**config.mk**
```make
export PLATFORM = sky130hd
export DESIGN_NAME = lc3b_ctrl_pipe_flat
export DESIGN_NICKNAME = d
export VERILOG_FILES = /design/src/rtl/lc3b_ctrl_pipe_pkg.sv /design/src/rtl/lc3b_ctrl_pipe_if.sv /design/src/rtl/lc3b_ctrl_pipe_stage_reg.sv /design/src/rtl/lc3b_ctrl_pipe.sv /design/src/flat_wrapper.sv
export SDC_FILE = /design/constraint.sdc
export NUM_CORES = 1
export LEC_CHECK = 0
export CORE_MARGIN = 4
export CORE_UTILIZATION = 38
export CTS_CLUSTER_SIZE = 28
export DETAILED_ROUTE_END_ITERATION = 10
export PLACE_DENSITY = 0.72
export SETUP_SLACK_MARGIN = 0.15
export SYNTH_ARGS = -nofsm -noshare
export SYNTH_HDL_FRONTEND = slang
export SYNTH_SLANG_ARGS = --single-unit
```
**constraint.sdc**
```tcl
create_clock -name clk -period 2.54 [get_ports clk]
set_clock_uncertainty 0.2 [all_clocks]
set_input_delay 0.254 -clock clk [delete_from_list [all_inputs] [get_ports clk]]
set_output_delay 0.254 -clock clk [all_outputs]
set_load 0.03 [all_outputs]
```
**src/rtl/lc3b_ctrl_pipe_pkg.sv**
```systemverilog
// lc3b_ctrl_pipe_pkg
//   Shared types for the LC-3b control pipeline.
//   - lc3b_control_word: the decoded control word, as one packed struct.
//   - LC3B_CTRL_W: the width of that struct.
//   - lc3b_pipe_entry: one pipeline slot, {valid, pc, ir, ctrl}.
//   - LC3B_PIPE_STAGES: the default pipeline depth.
//   An all-zero control word is a no-op: nothing is loaded and no memory
//   access is made. Invalid and bubble stages rely on this.
package lc3b_ctrl_pipe_pkg;

  localparam int LC3B_PIPE_STAGES = 4;
  localparam int LC3B_WORD_W      = 16;

  typedef logic [LC3B_WORD_W-1:0] lc3b_word;

  typedef enum logic [3:0] {
    ALU_ADD  = 4'd0,
    ALU_AND  = 4'd1,
    ALU_NOT  = 4'd2,
    ALU_PASS = 4'd3,
    ALU_SLL  = 4'd4,
    ALU_SRL  = 4'd5,
    ALU_SRA  = 4'd6
  } lc3b_aluop;

  typedef enum logic [1:0] {
    PCMUX_INC = 2'd0,
    PCMUX_BR  = 2'd1,
    PCMUX_REG = 2'd2,
    PCMUX_MEM = 2'd3
  } lc3b_pcmux_sel;

  typedef struct packed {
    lc3b_aluop     aluop;
    logic          load_regfile;
    logic          load_cc;
    logic          mem_read;
    logic          mem_write;
    logic          load_pc;
    lc3b_pcmux_sel pcmux_sel;
    logic          marmux_sel;
    logic [1:0]    mdrmux_sel;
    logic          regfile_sel;
    logic          br_en;
  } lc3b_control_word;

  localparam int LC3B_CTRL_W = $bits(lc3b_control_word);

  typedef struct packed {
    logic             valid;
    lc3b_word         pc;
    lc3b_word         ir;
    lc3b_control_word ctrl;
  } lc3b_pipe_entry;

  // Returns 1 when a control word has no architectural side effect.
  function automatic logic ctrl_is_nop(input lc3b_control_word cw);
    return !(cw.load_regfile || cw.load_cc || cw.mem_read || cw.mem_write || cw.load_pc);
  endfunction

endpackage

```
**src/rtl/lc3b_ctrl_pipe_if.sv**
```systemverilog
// lc3b_ctrl_pipe_if
//   Decoder-to-pipeline issue bus.
//   Signals:
//     valid - the decoder presents an instruction
//     pc    - PC of that instruction
//     ir    - instruction word
//     ctrl  - decoded control word
//     ready - the pipeline accepts the instruction this cycle
//   Modports:
//     master - the decoder (drives valid/pc/ir/ctrl, reads ready)
//     slave  - the pipeline (reads valid/pc/ir/ctrl, drives ready)
interface lc3b_ctrl_pipe_if #(
  parameter int WORD_W = 16,
  parameter int CTRL_W = 16
);
  logic              valid;
  logic [WORD_W-1:0] pc;
  logic [WORD_W-1:0] ir;
  logic [CTRL_W-1:0] ctrl;
  logic              ready;

  modport master (output valid, output pc, output ir, output ctrl, input ready);
  modport slave  (input valid, input pc, input ir, input ctrl, output ready);
endinterface

```
**src/rtl/lc3b_ctrl_pipe_stage_reg.sv**
```systemverilog
// lc3b_pipe_stage_reg
//   One pipeline entry register, with a synchronous active-low reset.
//   Priority of the controls: squash > bubble > load > hold.
//   Ports:
//     clk, rst_n                      - clock and synchronous active-low reset
//     load, bubble, squash            - per-stage controls computed by the parent
//     d_valid, d_pc, d_ir, d_ctrl     - entry offered by the previous stage
//     q_valid, q_pc, q_ir, q_ctrl     - registered entry
//   The control word is stored as zero whenever the stored entry is invalid.
//   Downstream logic can therefore use q_ctrl without looking at q_valid.
module lc3b_pipe_stage_reg #(
  parameter int WORD_W = 16,
  parameter int CTRL_W = 16
) (
  input  logic              clk,
  input  logic              rst_n,
  input  logic              load,
  input  logic              bubble,
  input  logic              squash,
  input  logic              d_valid,
  input  logic [WORD_W-1:0] d_pc,
  input  logic [WORD_W-1:0] d_ir,
  input  logic [CTRL_W-1:0] d_ctrl,
  output logic              q_valid,
  output logic [WORD_W-1:0] q_pc,
  output logic [WORD_W-1:0] q_ir,
  output logic [CTRL_W-1:0] q_ctrl
);

  always_ff @(posedge clk) begin
    if (!rst_n) begin
      q_valid <= 1'b0;
      q_pc    <= '0;
      q_ir    <= '0;
      q_ctrl  <= '0;
    end else if (squash) begin
      q_valid <= 1'b0;
      q_pc    <= '0;
      q_ir    <= '0;
      q_ctrl  <= '0;
    end else if (bubble) begin
      // pc/ir are kept; they are meaningless once valid is low.
      q_valid <= 1'b0;
      q_ctrl  <= '0;
    end else if (load) begin
      q_valid <= d_valid;
      q_pc    <= d_pc;
      q_ir    <= d_ir;
      q_ctrl  <= d_valid ? d_ctrl : '0;
    end
  end

endmodule

```
**src/rtl/lc3b_ctrl_pipe.sv**
```systemverilog
// lc3b_ctrl_pipe
//   In-order pipeline of {valid, pc, ir, control word} entries.
//   It runs from the decoder to writeback and supports hold (stall),
//   bubble insertion and squash (flush).
//   Stage 0 is the youngest stage. Stage k drives datapath stage k+1.
//   Stage STAGES-1 feeds writeback and is also presented as out_*.
//   Ports:
//     clk, rst_n                 - clock and synchronous active-low reset
//     in_bus (slave)             - issue bus from the decoder
//                                  (valid/pc/ir/ctrl in, ready out)
//     stall_en, stall_stage      - hold stages 0..stall_stage
//     flush_en, flush_stage      - squash stages 0..flush_stage
//     stg_valid/pc/ir/ctrl       - flattened per-stage contents;
//                                  stage k sits at [k*W +: W]
//     out_valid/pc/ir/ctrl       - the contents of the oldest stage
//   Optional feature, enabled by defining the macro LC3B_PIPE_PERF_EN:
//     perf_stall_cnt, perf_flush_cnt, perf_retire_cnt
//     These are saturating 32-bit event counters.
//   in_bus.ready is the only combinational output. Every stg_* and out_*
//   signal comes straight from a register.
module lc3b_ctrl_pipe
  import lc3b_ctrl_pipe_pkg::*;
#(
  parameter int STAGES = LC3B_PIPE_STAGES,
  parameter int WORD_W = LC3B_WORD_W,
  parameter int CTRL_W = LC3B_CTRL_W,
  parameter int SIDX_W = $clog2(STAGES)
) (
  input  logic                       clk,
  input  logic                       rst_n,
  lc3b_ctrl_pipe_if.slave            in_bus,
  input  logic                       stall_en,
  input  logic [SIDX_W-1:0]          stall_stage,
  input  logic                       flush_en,
  input  logic [SIDX_W-1:0]          flush_stage,
  output logic [STAGES-1:0]          stg_valid,
  output logic [STAGES*WORD_W-1:0]   stg_pc,
  output logic [STAGES*WORD_W-1:0]   stg_ir,
  output logic [STAGES*CTRL_W-1:0]   stg_ctrl,
  output logic                       out_valid,
  output logic [WORD_W-1:0]          out_pc,
  output logic [WORD_W-1:0]          out_ir,
  output logic [CTRL_W-1:0]          out_ctrl
`ifdef LC3B_PIPE_PERF_EN
  ,
  output logic [31:0]                perf_stall_cnt,
  output logic [31:0]                perf_flush_cnt,
  output logic [31:0]                perf_retire_cnt
`endif
);

  localparam int LAST = STAGES - 1;

  int                s_idx;
  int                f_idx;
  logic [STAGES-1:0] hold_k;
  logic [STAGES-1:0] load_k;
  logic [STAGES-1:0] bubble_k;
  logic [STAGES-1:0] squash_k;

  logic [WORD_W-1:0] q_pc   [STAGES];
  logic [WORD_W-1:0] q_ir   [STAGES];
  logic [CTRL_W-1:0] q_ctrl [STAGES];

  assign in_bus.ready = !stall_en;

  // A stage index beyond the last stage is treated as the last stage.
  always_comb begin
    s_idx = (int'(stall_stage) > LAST) ? LAST : int'(stall_stage);
    f_idx = (int'(flush_stage) > LAST) ? LAST : int'(flush_stage);
  end

  // Stall: stages 0..s hold and stage s+1 takes a bubble.
  // Flush: stages 0..f are squashed. The instruction leaving stage f is
  // squashed as well, so stage f+1 loads an invalid entry unless it is
  // being held by a stall.
  always_comb begin
    hold_k   = '0;
    load_k   = '0;
    bubble_k = '0;
    squash_k = '0;
    for (int k = 0; k < STAGES; k++) begin
      hold_k[k]   = stall_en && (k <= s_idx);
      bubble_k[k] = stall_en && (k == s_idx + 1);
      load_k[k]   = !hold_k[k];
      squash_k[k] = flush_en && ((k <= f_idx) || ((k == f_idx + 1) && !hold_k[k]));
    end
  end

  for (genvar k = 0; k < STAGES; k++) begin : g_stage
    logic              d_valid;
    logic [WORD_W-1:0] d_pc;
    logic [WORD_W-1:0] d_ir;
    logic [CTRL_W-1:0] d_ctrl;

    if (k == 0) begin : g_head
      assign d_valid = in_bus.valid;
      assign d_pc    = in_bus.pc;
      assign d_ir    = in_bus.ir;
      assign d_ctrl  = in_bus.ctrl;
    end else begin : g_body
      assign d_valid = stg_valid[k-1];
      assign d_pc    = q_pc[k-1];
      assign d_ir    = q_ir[k-1];
      assign d_ctrl  = q_ctrl[k-1];
    end

    lc3b_pipe_stage_reg #(
      .WORD_W (WORD_W),
      .CTRL_W (CTRL_W)
    ) u_reg (
      .clk     (clk),
      .rst_n   (rst_n),
      .load    (load_k[k]),
      .bubble  (bubble_k[k]),
      .squash  (squash_k[k]),
      .d_valid (d_valid),
      .d_pc    (d_pc),
      .d_ir    (d_ir),
      .d_ctrl  (d_ctrl),
      .q_valid (stg_valid[k]),
      .q_pc    (q_pc[k]),
      .q_ir    (q_ir[k]),
      .q_ctrl  (q_ctrl[k])
    );

    assign stg_pc[k*WORD_W +: WORD_W]   = q_pc[k];
    assign stg_ir[k*WORD_W +: WORD_W]   = q_ir[k];
    assign stg_ctrl[k*CTRL_W +: CTRL_W] = q_ctrl[k];
  end

  assign out_valid = stg_valid[LAST];
  assign out_pc    = q_pc[LAST];
  assign out_ir    = q_ir[LAST];
  assign out_ctrl  = q_ctrl[LAST];

`ifdef LC3B_PIPE_PERF_EN
  always_ff @(posedge clk) begin
    if (!rst_n) begin
      perf_stall_cnt  <= '0;
      perf_flush_cnt  <= '0;
      perf_retire_cnt <= '0;
    end else begin
      if (stall_en && (perf_stall_cnt != 32'hFFFF_FFFF))
        perf_stall_cnt <= perf_stall_cnt + 32'd1;
      if (flush_en && (perf_flush_cnt != 32'hFFFF_FFFF))
        perf_flush_cnt <= perf_flush_cnt + 32'd1;
      if (out_valid && (perf_retire_cnt != 32'hFFFF_FFFF))
        perf_retire_cnt <= perf_retire_cnt + 32'd1;
    end
  end
`endif

endmodule

```
**src/flat_wrapper.sv**
```systemverilog
// flat-port wrapper written by rule: the top's interface ports become plain ports
module lc3b_ctrl_pipe_flat import lc3b_ctrl_pipe_pkg::*;
#(
  parameter int STAGES = LC3B_PIPE_STAGES,
  parameter int WORD_W = LC3B_WORD_W,
  parameter int CTRL_W = LC3B_CTRL_W,
  parameter int SIDX_W = $clog2(STAGES)
)
  (clk, rst_n, stall_en, stall_stage, flush_en, flush_stage, stg_valid, stg_pc, stg_ir, stg_ctrl, out_valid, out_pc, out_ir, out_ctrl, in_bus_valid, in_bus_pc, in_bus_ir, in_bus_ctrl, in_bus_ready);
  lc3b_ctrl_pipe_if #(.WORD_W(WORD_W), .CTRL_W(CTRL_W)) in_bus_i ();
  input  logic clk;
  input  logic rst_n;
  input  logic stall_en;
  input  logic [SIDX_W-1:0] stall_stage;
  input  logic flush_en;
  input  logic [SIDX_W-1:0] flush_stage;
  output logic [STAGES-1:0] stg_valid;
  output logic [STAGES*WORD_W-1:0] stg_pc;
  output logic [STAGES*WORD_W-1:0] stg_ir;
  output logic [STAGES*CTRL_W-1:0] stg_ctrl;
  output logic out_valid;
  output logic [WORD_W-1:0] out_pc;
  output logic [WORD_W-1:0] out_ir;
  output logic [CTRL_W-1:0] out_ctrl;
  input wire logic [$bits(in_bus_i.valid)-1:0] in_bus_valid;
  input wire logic [$bits(in_bus_i.pc)-1:0] in_bus_pc;
  input wire logic [$bits(in_bus_i.ir)-1:0] in_bus_ir;
  input wire logic [$bits(in_bus_i.ctrl)-1:0] in_bus_ctrl;
  output wire logic [$bits(in_bus_i.ready)-1:0] in_bus_ready;
  assign in_bus_i.valid = in_bus_valid;
  assign in_bus_i.pc = in_bus_pc;
  assign in_bus_i.ir = in_bus_ir;
  assign in_bus_i.ctrl = in_bus_ctrl;
  assign in_bus_ready = in_bus_i.ready;
  lc3b_ctrl_pipe #(.STAGES(STAGES), .WORD_W(WORD_W), .CTRL_W(CTRL_W), .SIDX_W(SIDX_W)) u_core (.clk(clk), .rst_n(rst_n), .in_bus(in_bus_i), .stall_en(stall_en), .stall_stage(stall_stage), .flush_en(flush_en), .flush_stage(flush_stage), .stg_valid(stg_valid), .stg_pc(stg_pc), .stg_ir(stg_ir), .stg_ctrl(stg_ctrl), .out_valid(out_valid), .out_pc(out_pc), .out_ir(out_ir), .out_ctrl(out_ctrl));
endmodule
```
==> impl_results.md, run 1 <==
- Final Hold Fails: 0
- Fin crit share: 84.22%
- CTS Hold Buffers Added: 0
- Crit start category: flop
- Drt pass-1 iters: 5
- GR Overflow Total: 0
- Post-Synthesis Cell Area: 7342 um^2
- Leakage power: 3.736 nW
- I/O Buffers: 302
- Actual slew at the worst max-slew pin: 1.223 ns
- Core footprint: 18830 um^2
- First-pass GRT wire length: 35880 um
- Vert. Die Dim: 147 um
- Top achievable clock speed: 467.4 MHz
- CP required: 2.09 ns
- Synth Warn #: 0
- Layout cells sized above 1: 5.959%
- Area of placed instances: 10240 um^2
- Minimum clock period: 2.139 ns
- Placed insts: 1302
- Yosys cell types: 26
- Largest area contributor in the netlist: dfxtp_1
- Synth Area per Inst: 8.772 um^2
- Die ar.: 21610 um^2
- Post-CTS Setup Repair Bufs: 0
- DP Wirelength: 16310 um
- Ports: 303
- Status: finished, final reports clean
- DRT Wirelength: 22990 um
- Max-cap violation count: 0
- NumNets Final: 1118
- Max FO, Critical Path: 19
- Synth top area cells: dfxtp_1 53%, mux2i_1 8.9%, nand2_1 8.5%
- Antenna-violating nets left: 0
- Initial Util: 38.99%
- Initial antenna violation count: 0
- Peak supply drop: 0.0004708 V
- Commonest non-fill, non-tap cells in the layout: 301 x clkdlybuf4s50_1, 196 x dfxtp_1, 165 x nand2_1
- Setup TNS: 0 ns
- ANT cells: 0
- Setup violations, final: 0
- Cts bufs inserted: 17
- Layout area overhead: 47.77%
- CTS tree: yes
- Htree depth: 4
- DR iter-0 viols: 370
- Detailed-route vias per instance: 4.938
- # rows: 50
- GP Congestion: 0.8017
- #FFs+latches synth: 196
- CP Capture Type: output port
- Final Slew Violations: 0
- Clock sink total: 196
- Setup CP Type: flop to output port
- Tot Pwr: 0.006387 W
- CP Cell Sequence: buf_4, clkdlybuf4s50_1
- Mapped Cells: 837
- Register area share after synthesis: 53.44%
- Crit path DAT: 1.69 ns
- Vias: 6587
- Commonest non-fill, non-tap cell in the layout: clkdlybuf4s50_1
- Power Density: 588.7 nW/um^2
- Clk_lat worst skew: 0.43 ns
- Slowest cell delay on critical path: 0.73 ns
- Fillers: 1671
- Synth Net Count: 894
- Longest Clk Path Bufs: 2
- Post-layout instance area: 10850 um^2
- Critical-path top delay cell: clkdlybuf4s50_1
- Worst hold slack: 0.2207 ns
- Buf+Inv Stages, Crit Path: 2
- Largest net degree at the start of global routing: 50
- Die width: 147 um
- Clock transition at the registers of the reported paths: 0.07 ns
- Top-area cell type share of the netlist area: 53.44%
- Vias in the first global route: 6300
- CTS root buffer: clkbuf_16
- Family with the most delay on the worst path: buffers and inverters
- Routed WL per cell: 17.23 um
- Min-delay worst type: input pin to flop
- DRC Markers: 0
- RSZ-0062 raised after global routing: no
- Fin cells: 1334
- Slew headroom: 18.28%
- Resized Gates After CTS: 0
- GRT Util Overall: 20.62%
-- layer usage --
metal  share of wire, %  track usage, %
met3                6.0           5.429
met5                  0               0
met2                 50           34.82
met1                 42           25.84
met4                2.2           6.524
-- worst register-to-register path: stages, from the launching register on --
cell and delay (ns):
dfxtp_1 0.31, buf_4 0.22, nand3_1 0.13, a211oi_1 0.28
-- cell usage after synthesis --
master / n
nand3b_1: 1
and2_1: 1
o21ai_1: 2
and4b_1: 1
a211oi_1: 16
nand2b_1: 1
nor3_1: 1
nand3_1: 65
mux2i_1: 65
nand2_1: 166
o41a_1: 1
inv_1: 1
buf_4: 52
o21a_1: 1
nor3_2: 1
clkbuf_1: 35
buf_1: 6
inv_2: 1
a21oi_1: 99
buf_2: 25
o211ai_1: 1
dfxtp_1: 196
a22oi_1: 16
nor2b_1: 1
o2111ai_2: 1
nor2_1: 81
-- sequential cells by signal, indices dropped and copies added, names as in the netlist --
signal                        flops
u_core.g_stage.u_reg.q_ctrl      64
u_core.g_stage.u_reg.q_valid      4
u_core.g_stage.u_reg.q_pc        64
u_core.g_stage.u_reg.q_ir        64
-- final cells by class --
type                    count  area, um^2  share of cell area, %
clock buffers              18       439.2                  4.048
clock inverters            14       165.2                  1.522
inverters                   2       7.507                0.06920
multi-input cells         521        2773                  25.56
flip-flops and latches    196        3924                  36.17
well taps                 260       325.3                  2.998
repair buffers            323        3216                  29.64
-- final timing paths --
path / slack, ns / from / to / depth (start not counted)
worst min register to register: 0.27 / u_core.g_stage[2].u_reg.q_pc[2] / u_core.g_stage[2].u_reg.q_pc[2] / 2
worst max register to register: 1.32 / u_core.g_stage[0].u_reg.q_valid / u_core.g_stage[1].u_reg.q_ctrl[5] / 3
worst min-delay path: 0.22 / in_bus_ir[11] / u_core.g_stage[0].u_reg.q_ir[11] / 3
worst max-delay path: 0.40 / u_core.g_stage[0].u_reg.q_valid / stg_valid[0] / 2
-- power breakdown --
part	switching, W	total [W]	leakage, nW	internal, W
clock network	0.00123	0.00274	0.289	0.00151
registers	0.0000259	0.00313	1.58	0.00310
logic	0.000310	0.000522	1.86	0.000212
total	0.00157	0.00639	3.74	0.00482
-- stage by stage --
| step | setup WS (ns) | utilization, % |
|---|---|---|
| 6_report | 0.4007 | 57.61 |
| 5_1_grt | 0.3398 | 57.61 |
| 4_1_cts | 0.3809 | 57.61 |
| 3_5_place_dp | 0.2649 | 54.41 |
| 3_3_place_gp | 0.3220 | 54.41 |
| 2_1_floorplan | 0.8889 | - |
-- cells by family after synthesis --
kind of cell	synth area share [%]
compound gates	10.72
buf+inv	9.219
flops	53.44
mux	8.862
simple gates	17.76
No activity file was read; power rests on OpenSTA's default activity.
==> run 2, diff against run 1 <==
clock period = 2 ns   (was 2.54 ns; I/O delays follow)
==> run 2 against run 1 <==
- register-to-register slack got worse by 0.57 ns
- die area unchanged
- critical path depth decreased by 1
- first-iteration DRC count decreased by 7.0%
- routed wire length decreased by 1.4%
- worst setup slack got worse by 0.091 ns
- count of clock-buffer cells in the layout decreased by 1
- final area decreased by 1.7%
- highest routed layer unchanged
- flip-flop and latch count unchanged
==> impl_results.md, run 2 (synthesis gave the netlist of run 1 again) <==
- Ports: 303 (unchanged)
- Largest net degree at the start of global routing: 53 (+6.0%)
- Min-delay worst type: input pin to flop
- CTS Hold Buffers Added: 0 (unchanged)
- Vert. Die Dim: 147 um (unchanged)
- Core footprint: 18830 um^2 (unchanged)
- Antenna-violating nets left: 0 (unchanged)
- Setup CP Type: flop to output port
- Family with the most delay on the worst path: flip-flops
- DR iter-0 viols: 344 (-7.0%)
- Detailed-route vias per instance: 4.914 (-0.48%)
- DRC Markers: 0 (unchanged)
- DP Wirelength: 16190 um (-0.72%)
- Resized Gates After CTS: 245 (+245)
- DRT Wirelength: 22660 um (-1.4%)
- Die ar.: 21610 um^2 (unchanged)
- Htree depth: 4 (unchanged)
- Clock transition at the registers of the reported paths: 0.08 ns (about the same)
- WL met3: 1587 um (+16%)
- Sequential share of power: 48.9% (about the same)
- Highest routed layer: met4
- Leakage power: 4.965 nW (+33%)
- Switch share: 25.90% (+1.4 points)
- Sw Pwr: 0.002102 W (+34%)
- Vias: 6580 (-0.11%)
- Drt pass-1 iters: 5 (unchanged)
- Final Hold Fails: 0 (unchanged)
- Max FO, Critical Path: 3 (-16)
- NumNets Final: 1122 (+0.36%)
- Clk_lat worst skew: 0.44 ns (about the same)
- Slowest cell delay on critical path: 0.43 ns (-0.30 ns)
- CTS tree: yes
- Final Slew Violations: 0 (unchanged)
- Logic gate share of total power: 8.2% (about the same)
- Crit path DAT: 1.29 ns (-0.40 ns)
- Biggest regs: u_core.g_stage.u_reg.q_ctrl (64), u_core.g_stage.u_reg.q_ir (64), u_core.g_stage.u_reg.q_pc (64)
- Status: finished, final reports clean
- Layout area overhead: 45.26%
- RSZ-0062 raised after global routing: no
- Clock power frac: 42.9% (about the same)
- CP Cell Sequence: dlygate4sd2_1
- Power Density: 760.9 nW/um^2 (+29%)
- GP Congestion: 0.8128 (+1.4%)
- Clock sink total: 196 (unchanged)
- Power Internal: 0.006013 W (+25%)
- GRT Util Overall: 20.27% (-0.35 points)
- Routed length on met1: 9440 um (-2.5%)
- Layout cells sized above 1: 6.308% (+0.35 points)
- CTS root buffer: clkbuf_16
- Fin cells: 1339 (+0.37%)
- Initial Util: 38.99% (unchanged)
- Vias in the first global route: 6284 (-0.25%)
- Commonest non-fill, non-tap cells in the layout: 245 x dlygate4sd2_1, 196 x dfxtp_1, 165 x nand2_1
- Slew headroom: 73.71% (+55 points)
- Top achievable clock speed: 591.6 MHz
- Routed WL per cell: 16.92 um (-1.8%)
- Slack of the critical path: 0.3096 ns (-0.09108 ns)
- Longest Clk Path Bufs: 2 (unchanged)
- Setup violations, final: 0 (unchanged)
- # rows: 50 (unchanged)
- Max-cap violation count: 0 (unchanged)
- I/O Buffers: 302 (unchanged)
- Commonest non-fill, non-tap cell in the layout: dlygate4sd2_1
- Minimum clock period: 1.690 ns
- Die width: 147 um (unchanged)
- GR Overflow Total: 0 (unchanged)
- Setup TNS: 0 ns (unchanged)
- Initial antenna violation count: 1 (+1)
- Crit start category: flop
- Post-CTS Setup Repair Bufs: 0 (unchanged)
- Actual slew at the worst max-slew pin: 0.3959 ns (-0.8273 ns)
- Peak supply drop: 0.0005974 V (+27%)
- CP required: 1.60 ns (-0.49 ns)
- Fin crit share: 84.52%
- Buf+Inv Stages, Crit Path: 1 (-1)
- Final Util: 56.64% (-0.98 points)
- Placed insts: 1306 (+0.31%)
- CP Capture Type: output port
- Critical-path top delay cell: dfxtp_1
- First-pass GRT wire length: 35270 um (-1.7%)
- Cts bufs inserted: 17 (unchanged)
- Wire length on met2: 10920 um (-4.3%)
- Worst slack at placement: -0.003696 ns (-0.2686 ns)
run 2: per-stage QoR:
step / cell area [um^2] / hold slack [ns] / power [W]
final: 10670 / 0.1548 / 0.008115
after global routing: 10670 / 0.1557 / 0.008376
after CTS: 10660 / 0.1370 / 0.008188
after detailed placement: 10360 / 0.2595 / 0.004755
after global placement: 10360 / 0.2529 / 0.004751
after floorplan: 7342 / 0.1439 / 0.004420
run 2: final timing paths:
kind / startpoint / endpoint / slack [ns] / depth (start not counted)
worst max-delay path: u_core.g_stage[0].u_reg.q_ctrl[0] / stg_ctrl[0] / 0.31 / 1
worst min-delay path: stall_en / u_core.g_stage[3].u_reg.q_ctrl[6] / 0.15 / 4
worst max register to register: u_core.g_stage[0].u_reg.q_valid / u_core.g_stage[1].u_reg.q_ctrl[5] / 0.75 / 3
worst min register to register: u_core.g_stage[3].u_reg.q_pc[10] / u_core.g_stage[3].u_reg.q_pc[10] / 0.27 / 2
run 2: power by group through the flow:
stage,logic [W],registers [W],clock network (W)
final,0.000663,0.00397,0.00348
after global routing,0.000708,0.00397,0.00369
after CTS,0.000668,0.00397,0.00355
after detailed placement,0.000693,0.00406,0
after global placement,0.000690,0.00406,0
after floorplan,0.000294,0.00413,0
run 2: cell type report:
cell class,instances,area (um^2)
fillers,1740,8165
flip-flops and latches,196,3924
repair buffers,327,3027
multi-input cells,521,2773
clock buffers,17,425.4
well taps,260,325.3
clock inverters,15,181.4
inverters,2,7.507
diodes,1,2.502
run 2: routing by layer:
| metal | track usage, % | vias up |
|---|---|---|
| met1 | 24.96 | 3100 |
| li1 | - | 3212 |
| met3 | 5.891 | 40 |
| met5 | 0 | - |
| met4 | 8.760 | 0 |
| met2 | 33.19 | 228 |
